===== src/rtl/led_chaser.sv =====
// LED chaser: N_LEDS-wide rotate/bounce/bar pattern at a programmable rate.
// Ports: clock, rst_n, enable, mode[1:0], speed_div, [brightness], step, LEDout.
// Optional macro LED_CHASER_PWM_EN adds brightness[3:0] and PWM dimming.
module led_chaser #(
  parameter int N_LEDS    = 8,
  parameter int DIV_WIDTH = 24
) (
  input  logic                 clock,
  input  logic                 rst_n,
  input  logic                 enable,
  input  logic [1:0]           mode,
  input  logic [DIV_WIDTH-1:0] speed_div,
`ifdef LED_CHASER_PWM_EN
  input  logic [3:0]           brightness,
`endif
  output logic                 step,
  output logic [N_LEDS-1:0]    LEDout
);

  typedef enum logic {
    UP,
    DOWN
  } dir_t;

  localparam logic [DIV_WIDTH-1:0] CNT_ONE = 1;
  localparam logic [N_LEDS-1:0]    PAT_ONE = 1;

  logic [DIV_WIDTH-1:0] cnt, cnt_d;
  logic [N_LEDS-1:0]    pat, pat_d;
  dir_t                 dir, dir_d;
  logic [1:0]           mode_q;
  logic                 armed;
  logic                 step_d;
  logic                 tick;
  logic                 chg;

  // mode_q is not meaningful until the first clock after reset, so the
  // change detector is held off until then (equivalent to loading mode).
  assign chg  = armed && (mode != mode_q);
  assign tick = enable && (cnt >= speed_div);

  always_comb begin
    cnt_d  = cnt;
    pat_d  = pat;
    dir_d  = dir;
    step_d = 1'b0;
    if (chg) begin
      cnt_d = '0;
      pat_d = PAT_ONE;
      dir_d = UP;
    end else if (tick) begin
      cnt_d  = '0;
      step_d = 1'b1;
      unique case (mode_q)
        2'd0: pat_d = {pat[N_LEDS-2:0], pat[N_LEDS-1]};
        2'd1: pat_d = {pat[0], pat[N_LEDS-1:1]};
        2'd2: begin
          if (dir == UP) begin
            if (pat[N_LEDS-1]) begin
              dir_d = DOWN;
              pat_d = pat >> 1;
            end else begin
              pat_d = pat << 1;
            end
          end else begin
            if (pat[0]) begin
              dir_d = UP;
              pat_d = pat << 1;
            end else begin
              pat_d = pat >> 1;
            end
          end
        end
        default: begin
          if (&pat) pat_d = PAT_ONE;
          else      pat_d = {pat[N_LEDS-2:0], 1'b1};
        end
      endcase
    end else if (enable) begin
      cnt_d = cnt + CNT_ONE;
    end
  end

  always_ff @(posedge clock or negedge rst_n) begin
    if (!rst_n) begin
      cnt    <= '0;
      pat    <= PAT_ONE;
      dir    <= UP;
      mode_q <= 2'd0;
      armed  <= 1'b0;
      step   <= 1'b0;
    end else begin
      cnt    <= cnt_d;
      pat    <= pat_d;
      dir    <= dir_d;
      mode_q <= mode;
      armed  <= 1'b1;
      step   <= step_d;
    end
  end

`ifdef LED_CHASER_PWM_EN
  logic [3:0]        pwm_cnt, pwm_d;
  logic [N_LEDS-1:0] led_q;

  assign pwm_d = (pwm_cnt == 4'd14) ? 4'd0 : pwm_cnt + 4'd1;

  // Built from next-state values so LEDout lines up with pat and pwm_cnt
  // in the same cycle.
  always_ff @(posedge clock or negedge rst_n) begin
    if (!rst_n) begin
      pwm_cnt <= 4'd0;
      led_q   <= '0;
    end else begin
      pwm_cnt <= pwm_d;
      led_q   <= pat_d & {N_LEDS{pwm_d < brightness}};
    end
  end

  assign LEDout = led_q;
`else
  assign LEDout = pat;
`endif

endmodule


===== config.mk =====
export PLATFORM = sky130hd
export DESIGN_NAME = led_chaser
export DESIGN_NICKNAME = d
export VERILOG_FILES = /design/src/rtl/led_chaser.sv
export SDC_FILE = /design/constraint.sdc
export NUM_CORES = 1
export LEC_CHECK = 0
export BUFFER_PORTS_ARGS = -buffer_cell sky130_fd_sc_hd__buf_2
export CAP_MARGIN = 20
export CORE_MARGIN = 4
export CORE_UTILIZATION = 25
export CTS_BUF_LIST = sky130_fd_sc_hd__clkbuf_16
export DETAILED_ROUTE_END_ITERATION = 10
export PLACE_DENSITY_LB_ADDON = 0.05
export SYNTH_ARGS = -nofsm -noshare
export SYNTH_HDL_FRONTEND = slang
export SYNTH_SLANG_ARGS = --single-unit

===== constraint.sdc =====
create_clock -name clock -period 1.9 [get_ports clock]
set_input_delay 0.285 -clock clock [delete_from_list [all_inputs] [get_ports clock]]
set_output_delay 0.285 -clock clock [all_outputs]
set_load 0.005 [all_outputs]

### Yosys cells after proc, flatten, opt, wreduce, memory -nomap -nowiden

Index checks and enable logic that the tools add are counted.

* multiplexer cells: 18
* reductions and logical operators: 8
* add/sub/neg operators: 1
* eq/ne operators: 3
* order comparisons: 1

Operators by type and width (count)
* $mux 24: 3
* $mux 8: 6
* $add 24x1->24 const B: 1
* $ge 24x24->1: 1
* $pmux 8 s3: 1
* $mux 1: 8
* $reduce_and 8->1: 1
* $reduce_bool 2->1: 2
* $reduce_bool 3->1: 1
* $eq 2x1->1 const B: 1
* $eq 2x2->1 const B: 1
* $logic_and 1x1->1: 2
* $logic_not 2->1: 1
* $ne 2x2->1: 1
* $reduce_and 2->1: 1

* logic and storage cells: 37
* output and inout port bits: 9
* bits in registers: 37
* bits of input ports: 29

### Longest topological paths before layout

Gate-level depths: netlist (run 1).

* depth after elaboration: 5
* depth in mapped cells: 10
* gate-level depth less buffers: 8

### Worst setup path before layout (run 1)

No wires, ideal clock.

* kind: flip-flop to flip-flop
* start point: register cnt[21]
* end point: register cnt[12]
* buffers on the path: 2
* setup time: 0.136 ns
* stages on the path, launching flop included: 10
* setup slack: -0.224 ns
* arrival: 1.988 ns
* period minus slack after synthesis: 2.124 ns
* data required time: 1.764 ns
* path through: dfrtp_1 > ha_1 > nand4_1 > nor4_2 > nand3_1 > o2111ai_4 > o21a_1 > buf_6 > buf_8 > nor3_1

* word-level cells in the longest chain between the ends: 4
* elaborated cells between the ends (all ways): 5
* classes of those cells: order compare: 1; mux: 2; reduce/logical: 2

RTL lines
* start, declared: line 28 `logic [DIV_WIDTH-1:0] cnt, cnt_d;`
* start signal, assigned: line 93 `cnt <= cnt_d;`
* $ge 24x24->1 (*): line 40 `assign tick = enable && (cnt >= speed_div);`
* $logic_and 1x1->1 (*): line 40
* $mux 24: line 51 `end else if (tick) begin`
* $mux 24: line 47 `if (chg) begin`

Every way passes the cells marked *; elsewhere a longest branch is shown, timed or not.
A chain may end at the register's enable or synchronous reset.

### Worst setup path in the final report (run 1)

* start point: register cnt[17]
* end point: register cnt[10]

Same word-level chain as after synthesis.

==> metrics.md, run 1 <==
| Metric | Value |
|---|---|
| Pwr/cell area | `532 nW/um^2` |
| GRT Util Overall | `12.1%` |
| Critical path capture point type | `flop` |
| Initial core utilization | `26.0%` |
| Worst r2r src | `cnt[17]` |
| Unrepaired setup endpoints after global routing | `yes` |
| Slowest cell on the critical path | `dfrtp_1` |
| Final Cycle Share | `118%` |
| Cts bufs inserted | `5` |
| Max-cap violation count | `0` |
| Min-Delay Path Class | `in2reg` |
| Core Rows | `37` |
| CP max stage delay | `a little over 0.4 ns` |
| Post-Layout Cell Count | `543` |
| Total power | `just over 2 mW` |
| # fillers | `1085` |
| Worst setup margin | `-0.338 ns` |
| Critical Path Source Type | `flop` |
| Residual DRC | `0` |
| Post-layout net count | `460` |
| Post-synth net total | `367` |
| Min-delay src | `mode[0]` |
| Pleak | `1.84 nW` |
| Hold depth | `1` |
| Final antenna diode count | `0` |
| Worst Path Arrival | `~2.4 ns` |
| Total die area | `12700 sq um` |
| Gr busiest metal | `met2` |
| Share of cells above drive strength 1 | `34.6%` |
| Crit path time final | `between 2 and 2.5 ns` |
| Syn avg cell area | `8.73 sq um` |
| Mapped Area | `2730 sq um` |
| Post-route ant nets | `0` |
| Critical Path RT | `2.06 ns` |
| Crit-path cells | `ha_4 -> nand4_1 -> nor4_4 -> nand3_2 -> o2111ai_4 -> o21a_4 -> buf_8 -> nor3_1` |
| Hpwl dp | `5680 um` |
| Final core occ | `36.9%` |
| Vias per cell | `around 4.7` |
| Ys async rst share | `100%` |
| Worst clock skew | `0.00661 ns` |
| Slew Viols, Final | `0` |
| First-pass GRT wire length | `12500 um` |
| GR met2 Demand/Resource | `19.2%` |
| Crit Path Max Fanout | `6` |
| Final Hold Viols | `0` |
| Placed instance count | `527` |
| GR Util met3 | `approximately 2.3%` |
| Initial antenna violation count | `0` |
| Final setup violation count | `34` |
| Synth warn | `0` |
| CTS clock-pin slew for the worst setup and hold paths | `approximately 0.06 ns` |
| Synth Instances | `313` |
| H-tree Lvls | `2` |
| DRT iter0 DRCs | `50` |
| Initial DRT Pass Iterations | `4` |
| Clock latency on the worst-skew pair | `0.28 ns` |
| CTS root buffer | `clkbuf_16` |
| Die height | `113 um` |
| Post-DR wirelength/cell | `14.3 um` |
| Crit Path Class | `reg2reg` |
| FF-to-FF End | `cnt[10]` |
| I/O pin count | `38` |
| VDD IR max | `0.000299 V` |
| Failing checks | `setup timing` |
| Die width | `113 um` |
| #FFs+latches synth | `37` |
| Status | `finished, violations left` |
| Largest net degree at the start of global routing | `38` |
| Most common flop cell mapped by yosys | `dfrtp_1` |
| CTS max path bufs | `2` |
| Placer congestion estimate | `0.738` |
| P&R area growth vs syn | `41.7%` |
| Hold EP | `mode_q[0]` |
| Synth cell types | `49` |
| Area of the core | `10500 sq um` |
| Slew margin rel. | `56.5%` |
| EDFF count, synth | `0` |
| Sink Count | `37` |
| CTS tree | `yes` |
| Grt met1 use | `17.0%` |
| Seq/Total Area, Yosys | `33.9%` |
| Reg2reg path depth | `8` |
| Grt total ovfl | `0` |
| I/O Buffers | `37` |
| Worst Tran Pin Value | `roughly 0.65 ns` |
| Vias in the first global route | `2524` |
| DRT Wirelength | `7770 um` |
| R2R Setup Slk | `-0.34 ns` |
| Vias | `2545` |
| Fmax | `447 MHz` |
-- layout make-up --
class	instances	area, sq um	share of cell area (%)
clock inverter	3	12.5	0.323
clock buffer	5	125	3.23
sequential	37	927	23.9
tap	136	170	4.39
inverter	31	116	3.00
timing repair buffer	97	706	18.2
multi-input combinational	234	1820	46.9
-- cells by family after synthesis --
logic type | count (synthesis) | share of synthesized area (%)
AND/OR/NAND/NOR | 119 | 22.0
AO/OA/AOI/OAI | 58 | 15.4
buffers and inverters | 42 | 6.73
flip-flops | 37 | 33.9
adder cells (fa/ha/maj) | 25 | 11.4
XOR/XNOR | 21 | 6.73
multiplexers | 10 | 3.71
other | 1 | 0.137
-- stage by stage --
| step | setup TNS [ns] | hold slack (ns) | setup WS, ns | cell area [sq um] |
|---|---|---|---|---|
| 2_1_floorplan | -4.03 | -0.0106 | -0.207 | 2750 |
| 3_3_place_gp | -9.55 | 0.281 | -0.320 | 3460 |
| 3_5_place_dp | -11.24 | 0.277 | -0.369 | 3460 |
| 4_1_cts | -11.03 | 0.128 | -0.349 | 3630 |
| 5_1_grt | -13.36 | 0.134 | -0.427 | 3870 |
| 6_report | -10.62 | 0.137 | -0.338 | 3870 |
-- placed cells by master (no fill, tap or decap), types with 3 or more instances in the layout --
cell       instances
clkbuf_16          5
and4_1             3
a21oi_1           16
o21ai_0           10
a22o_1             4
buf_4             51
dfrtp_1           36
nand3b_1           4
buf_2             37
ha_1              21
nor3_2             7
inv_1             31
a2111oi_1          3
a31o_2             3
xor2_1             6
nand3_1           10
ha_4               4
buf_12             3
xnor2_1           15
nor2_1            14
buf_8              3
nand2_1           36
nor3_1            15
nand2b_1           3
nor3_4             4
and3_1             5
mux2i_1            9
nand4_1            4
-- synth_stat cells (4+ instances only) --
master	number	area, sq um
dfrtp_1	36	901
nand2b_1	4	25.0
inv_1	31	116
ha_1	25	313
nand3b_1	4	30.0
and3_1	5	31.3
nor3_1	26	130
a22o_1	4	35.0
o21ai_0	10	50.1
xnor2_1	15	131
nand4_1	4	25.0
nand2_1	36	135
mux2i_1	9	90.1
clkbuf_1	7	26.3
a21oi_1	18	90.1
nand3_1	11	55.1
xor2_1	6	52.6
nor2_1	15	56.3
-- worst max-delay path: cells and delay by family, from the launching register on --
| family | cells | cell delay (ns) |
|---|---|---|
| adder cells (fa/ha/maj) | 1 | 0.28 |
| AO/OA/AOI/OAI | 2 | 0.54 |
| flip-flops | 1 | 0.41 |
| AND/OR/NAND/NOR | 4 | 0.74 |
| buffers and inverters | 1 | 0.15 |
-- registers in the layout, summed over array words and instances (netlist names) --
name	flops
LEDout	8
cnt	24
dir	1
mode_q	2
armed	1
step	1
-- timing repair --
action                                 CTS  global route
endpoints found under the hold margin   36             0
hold buffers                             1             0
gates cloned                             0             1
setup endpoints to repair               34            34
buffers inserted                         1             5
pin swaps                                2            11
resized for setup                        5            38
-- worst max-delay path by stage --
stage / cells after the start / to / slack, ns / start
floorplan: 9 / cnt[12] / -0.21 / cnt[17]
global placement: 10 / LEDout[1] / -0.32 / speed_div[9]
detailed placement: 10 / cnt[3] / -0.37 / speed_div[17]
CTS: 8 / cnt[18] / -0.35 / cnt[17]
global route: 8 / LEDout[1] / -0.43 / cnt[18]
finish: 8 / cnt[10] / -0.34 / cnt[17]
-- power breakdown --
group | switching [mW] | total (mW) | internal, mW
sequential | 0.0232 | 0.839 | 0.816
combinational | 0.230 | 0.418 | 0.189
clock | 0.328 | 0.803 | 0.475
total | 0.581 | 2.06 | 1.48
-- layer usage --
metal | vias up | routed length, um
met1 | 1200 | 3820
met4 | 0 | 66
met5 | - | 0
met2 | 50 | 3590
met3 | 4 | 286
li1 | 1291 | -
Note: power is estimated with default switching activity, not from simulation.
==> inputs of run 2 (changes only) <==
--- a/config.mk
+++ b/config.mk
@@ -7,2 +7,3 @@
 export LEC_CHECK = 0
+export ABC_AREA = 1
 export BUFFER_PORTS_ARGS = -buffer_cell sky130_fd_sc_hd__buf_2
@@ -14,2 +15,3 @@
 export PLACE_DENSITY_LB_ADDON = 0.05
+export SETUP_SLACK_MARGIN = 0.4
 export SYNTH_ARGS = -nofsm -noshare
==> constraint.sdc (replaced) <==
create_clock -name clock -period 1.9 [get_ports clock]
set_input_delay 0.38 -clock clock [delete_from_list [all_inputs] [get_ports clock]]
set_output_delay 0.38 -clock clock [all_outputs]
set_load 0.005 [all_outputs]
==> run 2 against run 1 <==
Compared with the run above:
- the flow still finishes with violations (setup timing)
- final area increased by 12%
- flip-flop and latch count unchanged
- final cell count increased by 29%
- die area increased by 11%
- area after synthesis increased by 12%
- wire length increased by 16%
- fmax increased by 9.2%
- worst hold slack improved by 0.022 ns
- critical path depth increased by 7
- sequential power increased by 5.1%
- clock power increased by 33%
- largest cell class unchanged
- highest routed layer unchanged
==> metrics.md, run 2 <==
| Metric | Value |
|---|---|
| Synth top area cells | `dfrtp_1 (29%), nand2_1 (16%), inv_1 (11%)` |
| DRT iter0 DRCs | `143` |
| Worst setup margin | `-0.150 ns` |
| Initial DRT Pass Iterations | `4` |
| Share of cells above drive strength 1 | `28.7%` |
| Total die area | `between 10000 and 15000 sq um` |
| Most frequent cells in the layout | `nand2_1 (118), inv_1 (82), buf_4 (43), buf_2 (37)` |
| Switching pwr | `0.672 mW` |
| Final Hold Viols | `0` |
| First-pass GRT wire length | `between 10000 and 15000 um` |
| P&R area growth vs syn | `41.6%` |
| Post-route design area | `4340 sq um` |
| Hpwl dp | `7070 um` |
| Die width | `119 um` |
| Crit-path cells | `ha_4 -> nand2_1 -> nor2_4 -> nand2_2 -> nor2_4 -> nand3_2 -> inv_1 -> nand2_1 -> nand2_1 -> nand2_2 -> buf_6 -> buf_6 -> nor2_4 -> nand2_1 -> o21ai_1` |
| Hold_ws | `0.158 ns` |
| Cts bufs inserted | `5` |
| Sink Count | `37` |
| Crit Path Class | `reg2reg` |
| Clock latency on the worst-skew pair | `0.28 ns` |
| Final Cycle Share | `108%` |
| Switching share of power | `between 20% and 30%` |
| Largest net degree at the start of global routing | `38` |
| Post-synth top area share | `~29%` |
| Crit path time final | `2.05 ns` |
| Vias in the first global route | `around 3k` |
| Top cells by count, synth | `nand2_1 (131), inv_1 (87), nor2_1 (48), dfrtp_1 (36), o21ai_0 (28)` |
| Post-synth net total | `516` |
| Post-DR wirelength/cell | `12.9 um` |
| DRT Wirelength | `8990 um` |
| VDD IR max | `0.000471 V` |
| Cell internal pwr | `1.79 mW` |
| EDFF count, synth | `0` |
| Synth Instances | `between 400 and 500` |
| Slowest cell on the critical path | `dfrtp_1` |
| Placer congestion estimate | `around 0.8` |
| Syn avg cell area | `6.64 sq um` |
| Die height | `roughly 120 um` |
| Largest register FFs | `24` |
| Status | `finished, violations left` |
| Worst clock skew | `0.00190 ns` |
| Post-route ant nets | `0` |
| Residual DRC | `0` |
| Worst Path Arrival | `roughly 2.3 ns` |
| GRT Util Overall | `13.1%` |
| Unrepaired setup endpoints after global routing | `yes` |
| Ys async rst share | `100%` |
| Power share of the clock group | `43.6%` |
| Final antenna diode count | `0` |
| Critical Path RT | `2.10 ns` |
| Vias per cell | `4.48` |
| Max-cap violation count | `0` |
| Critical path capture point type | `flop` |
| CP max stage delay | `about 0.4 ns` |
| Most common flop cell mapped by yosys | `dfrtp_1` |
| Placed cell area | `3710 sq um` |
| Synth cell types | `32` |
| Count leader, synth | `nand2_1` |
| Critical Path Source Type | `flop` |
| Core Rows | `40` |
| CTS tree | `yes` |
| Initial core utilization | `25.5%` |
| Initial antenna violation count | `0` |
| Crit Path Max Fanout | `4` |
| Post-layout net count | `604` |
| Slew Viols, Final | `0` |
| CTS root buffer | `clkbuf_16` |
| Seq pwr share | `35.8%` |
| Pwr/cell area | `567 nW/um^2` |
| Placed instance count | `681` |
| Largest Register | `cnt` |
| Grt total ovfl | `0` |
| Synth warn | `0` |
| #FFs+latches synth | `37` |
| Final setup violation count | `27` |
| Synth area leader | `dfrtp_1` |
| Combinational share of power | `20.5%` |
| Fmax | `approximately 490 MHz` |
| Seq/Total Area, Yosys | `roughly 30%` |
| Commonest non-fill, non-tap cell in the layout | `nand2_1` |
| Min-Delay Path Class | `in2async` |
| H-tree Lvls | `2` |
| CTS clock-pin slew for the worst setup and hold paths | `0.06 ns` |
| Hold buffers post-CTS | `0` |
| Final core occ | `36.1%` |
| CTS max path bufs | `2` |
| I/O pin count | `38` |
| Mapped Area | `about 3000 sq um` |
| Vias | `3127` |
| CP most frequent cell | `nand2_1` |
| Pleak | `2.19 nW` |
| Area of the core | `12000 sq um` |
| # fillers | `1297` |
| Pre-CTS setup slack | `-0.521 ns` |
| I/O Buffers | `37` |
| Failing checks | `setup timing` |
| Post-Layout Cell Count | `698` |
==> run 2: cell count changes after synthesis, moves of 12 or more <==
cell     previous run  this run
nand2_1            36       131
inv_1              31        87
nor2_1             15        48
o21ai_0            10        28
nand4_1             4        16
xnor2_1            15         3
==> run 2: layout make-up <==
type | count | area (sq um) | area share [%]
clock buffers | 5 | 125 | 2.88
repair buffers | 88 | 627 | 14.4
multi-input cells | 331 | 2080 | 47.9
flip-flops and latches | 37 | 927 | 21.4
clock inverters | 3 | 65.1 | 1.50
well taps | 147 | 184 | 4.24
inverters | 87 | 332 | 7.64
==> run 2: worst max-delay path: cells and delay by family, from the launching register on <==
family | cells | cell delay (ns)
AND/OR/NAND/NOR | 10 | 0.92
flip-flops | 1 | 0.41
AO/OA/AOI/OAI | 1 | 0.08
buffers and inverters | 3 | 0.29
adder cells (fa/ha/maj) | 1 | 0.28
==> run 2: path summary, 6_finish.rpt <==
path	startpoint	slack (ns)	depth (start not counted)	to
setup / recovery	cnt[21]	-0.15	15	LEDout[2]
hold / removal	rst_n	0.16	2	step
setup reg to reg	cnt[21]	-0.15	15	LEDout[2]
hold reg to reg	dir	0.59	2	dir
max in group asynchronous	rst_n	1.38	2	LEDout[0]
min in group clock	mode[1]	0.23	1	mode_q[1]
==> run 2: cell families (layout without fill, tap and decap cells) <==
group           after synthesis  count (layout)  share of synthesized area [%]
simple gates                245             245                           35.5
buf+inv                      94             183                           12.1
flops                        37              37                           30.2
fa+ha+maj                    25              25                           10.2
xor+xnor                      9               9                           2.57
compound gates               51              51                           9.27
other cells                   1               1                          0.122
==> run 2: per-layer routing <==
layer / track usage [%] / part of all wire (%) / up-vias
met2: 20.6 / 45 / 51
met1: 19.0 / 51 / 1424
met5: 0 / 0 / -
met4: 2.39 / 0.56 / 0
li1: - / - / 1648
met3: 1.87 / 4.0 / 4
==> run 2: metrics by stage <==
step / TNS (ns) / power [mW]
after floorplan: 0 / 1.13
after global placement: -12.58 / 1.32
after detailed placement: -11.84 / 1.32
after CTS: -2.89 / 2.48
after global routing: -4.83 / 2.61
final: -1.73 / 2.46
==> run 2: power groups by stage <==
stage                     clock (mW)  sequential (mW)  combinational (mW)
after CTS                       1.11            0.880               0.487
final                           1.07            0.882               0.505
after global placement             0            0.894               0.426
after detailed placement           0            0.894               0.425
after floorplan                    0            0.885               0.244
after global routing            1.15            0.889               0.576
==> run 2: what timing repair did <==
| action | CTS | global route |
|---|---|---|
| buffers inserted | 5 | 3 |
| setup endpoints to repair | 34 | 34 |
| gates cloned | 1 | 0 |
| pin swaps | 29 | 20 |
| gates resized for setup | 62 | 27 |
==> inputs of run 3 (changes only) <==
CORE_ASPECT_RATIO = 1.75   (was default)
CORE_MARGIN = default   (was 4)
==> run 3 against run 2 <==
Compared with the run above:
- the run still ends with setup timing left
- clock skew up 0.0043 ns
- worst setup slack better by 0.064 ns
- flip-flop and latch count unchanged
- core utilization up 1.7 points
- die area down 9.7%
- count of clock-buffer cells in the layout unchanged
- sequential power about the same
- final cell count up 3.6%
- worst hold slack worse by 0.13 ns
- wire length up 16%
- combinational power up 15%
- largest cell class unchanged
- highest routed layer unchanged
==> metrics.md, run 3 (same netlist as run 2, synthesis figures left out) <==
| Metric | Value |
|---|---|
| Total die area | `12700 sq um` |
| Sink Count | `37` |
| Final setup violation count | `23` |
| Largest register FFs | `24` |
| Core Rows | `53` |
| R2R Setup Slk | `-0.09 ns` |
| Cell count along the critical path | `16` |
| Final Hold Viols | `0` |
| VDD IR max | `between 0.0003 and 0.0004 V` |
| Critical Path RT | `2.09 ns` |
| CTS root buffer | `clkbuf_16` |
| Vias | `between 3k and 4k` |
| Largest Register | `cnt` |
| Max-cap violation count | `0` |
| Worst setup margin | `-0.0855 ns` |
| CTS clock-pin slew for the worst setup and hold paths | `approximately 0.06 ns` |
| Post-route ant nets | `0` |
| Initial antenna violation count | `0` |
| Setup crit start | `cnt[21]` |
| CP most frequent cell | `nand2_2` |
| Crit Path Max Fanout | `7` |
| DRT Wirelength | `10500 um` |
| Slowest cell on the critical path | `dfrtp_1` |
| Reg2reg path depth | `16` |
| Cts bufs inserted | `5` |
| Die width | `85.7 um` |
| Placer congestion estimate | `~0.87` |
| CTS max path bufs | `2` |
| Crit Path Class | `reg2reg` |
| GR Util met3 | `approximately 1.9%` |
| Area of the core | `about 12000 sq um` |
| Commonest non-fill, non-tap cell in the layout | `nand2_1` |
| I/O Buffers | `37` |
| Crit path time final | `1.99 ns` |
| Buf/Inv on CP | `3` |
| Delay-heaviest family, CP | `simple AND/OR/NAND/NOR gates` |
| Grt total ovfl | `0` |
| Status | `finished, violations left` |
| GR met2 Demand/Resource | `37.3%` |
| Pwr/cell area | `538 nW/um^2` |
| Critical Path Source Type | `flop` |
| Largest net degree at the start of global routing | `22` |
| CP max stage delay | `0.41 ns` |
| FF-to-FF End | `dir` |
| H-tree Lvls | `2` |
| Gr busiest metal | `met2` |
| I/O pin count | `38` |
| Grt met1 use | `approximately 16%` |
| Hold buffers post-CTS | `0` |
| P&R area growth vs syn | `48.0%` |
| Post-DR wirelength/cell | `14.5 um` |
| Worst Path Arrival | `~2.2 ns` |
| Most frequent cells in the layout | `nand2_1 (108), inv_1 (83), buf_4 (49), buf_2 (37), dfrtp_1 (36)` |
| Total power | `2.44 mW` |
| Initial core utilization | `25.5%` |
| Final Cycle Share | `105%` |
| Pleak | `2.25 nW` |
| Crit-path cells | `ha_4 -> nand2_4 -> nor2_4 -> nand2_2 -> nor2_4 -> nand3_2 -> inv_2 -> nand2_2 -> nand2_2 -> nand2_2 -> nand2_4 -> buf_6 -> buf_12 -> nand2_2 -> nand2_1 -> nand2_1` |
| DRT iter0 DRCs | `117` |
| Critical path capture point type | `flop` |
| Fmax | `between 500 and 600 MHz` |
| Slew Viols, Final | `0` |
| Worst r2r src | `cnt[21]` |
| Share of cells above drive strength 1 | `32.8%` |
| CP Capture Point | `dir` |
| GRT Util Overall | `17.5%` |
| Initial DRT Pass Iterations | `5` |
| Vias in the first global route | `3407` |
| Final antenna diode count | `0` |
| Post-layout net count | `611` |
| Post-Route Setup TNS | `-1.03 ns` |
| Clock latency on the worst-skew pair | `0.29 ns` |
| Failing checks | `setup timing` |
| First-pass GRT wire length | `~17000 um` |
| Vias per cell | `4.50` |
| Min-Delay Path Class | `in2async` |
| Worst clock skew | `0.00618 ns` |
| Die height | `148 um` |
| CTS tree | `yes` |
| Residual DRC | `0` |
| Hpwl dp | `8030 um` |
| Unrepaired setup endpoints after global routing | `yes` |
run 3: how the worst min path moves through the flow:
stage | end | slack (ns) | depth (start not counted)
5_1_grt | cnt[8] | 0.07 | 1
3_3_place_gp | cnt[11] | 0.37 | 1
3_5_place_dp | cnt[11] | 0.36 | 1
2_1_floorplan | LEDout[1] | 0.08 | 0
4_1_cts | cnt[8] | 0.05 | 1
6_report | cnt[8] | 0.03 | 1
run 3: layout make-up:
type	count	area, sq um
inverter	87	334
clock inverter	3	41.3
fill	1301	7460
tap	165	206
sequential	37	927
multi-input combinational	331	2170
timing repair buffer	95	738
clock buffer	5	125
run 3: worst register-to-register path: cells and delay by family, from the launching register on:
kind / cells / cell delay, ns
DFF: 1 / 0.41
adders and majority gates: 1 / 0.30
and+or+nand+nor: 12 / 0.90
buffers and inverters: 3 / 0.28
run 3: metrics by stage:
| step | area, sq um | util, % | hold WS, ns | cells | setup WS (ns) |
|---|---|---|---|---|---|
| finish | 4540 | 37.8 | 0.0318 | 723 | -0.0855 |
| global route | 4540 | 37.8 | 0.0701 | 723 | -0.220 |
| CTS | 4330 | 36.1 | 0.0523 | 719 | -0.0867 |
| detailed placement | 3780 | 31.5 | 0.363 | 702 | -0.369 |
| global placement | 3780 | 31.5 | 0.368 | 702 | -0.365 |
| floorplan | 3080 | - | 0.0844 | 462 | 0.138 |
run 3: repair_timing:
item / 4_1_cts / 5_1_grt
setup endpoints to repair: 34 / 34
pin swaps: 17 / 17
gates cloned: 3 / 0
gates resized for setup: 68 / 33
setup buffers: 6 / 4
run 3: routing by layer:
layer | vias to the layer above | share of wire, %
met2 | 57 | 60
met3 | 16 | 2.0
met1 | 1529 | 35
met5 | - | 0
li1 | 1654 | -
met4 | 0 | 2.7
run 3: power breakdown:
part	total (mW)	switching [mW]	internal [mW]	leakage, nW
clock network	0.978	0.363	0.615	0.0775
logic	0.580	0.331	0.249	1.67
registers	0.883	0.0538	0.829	0.501
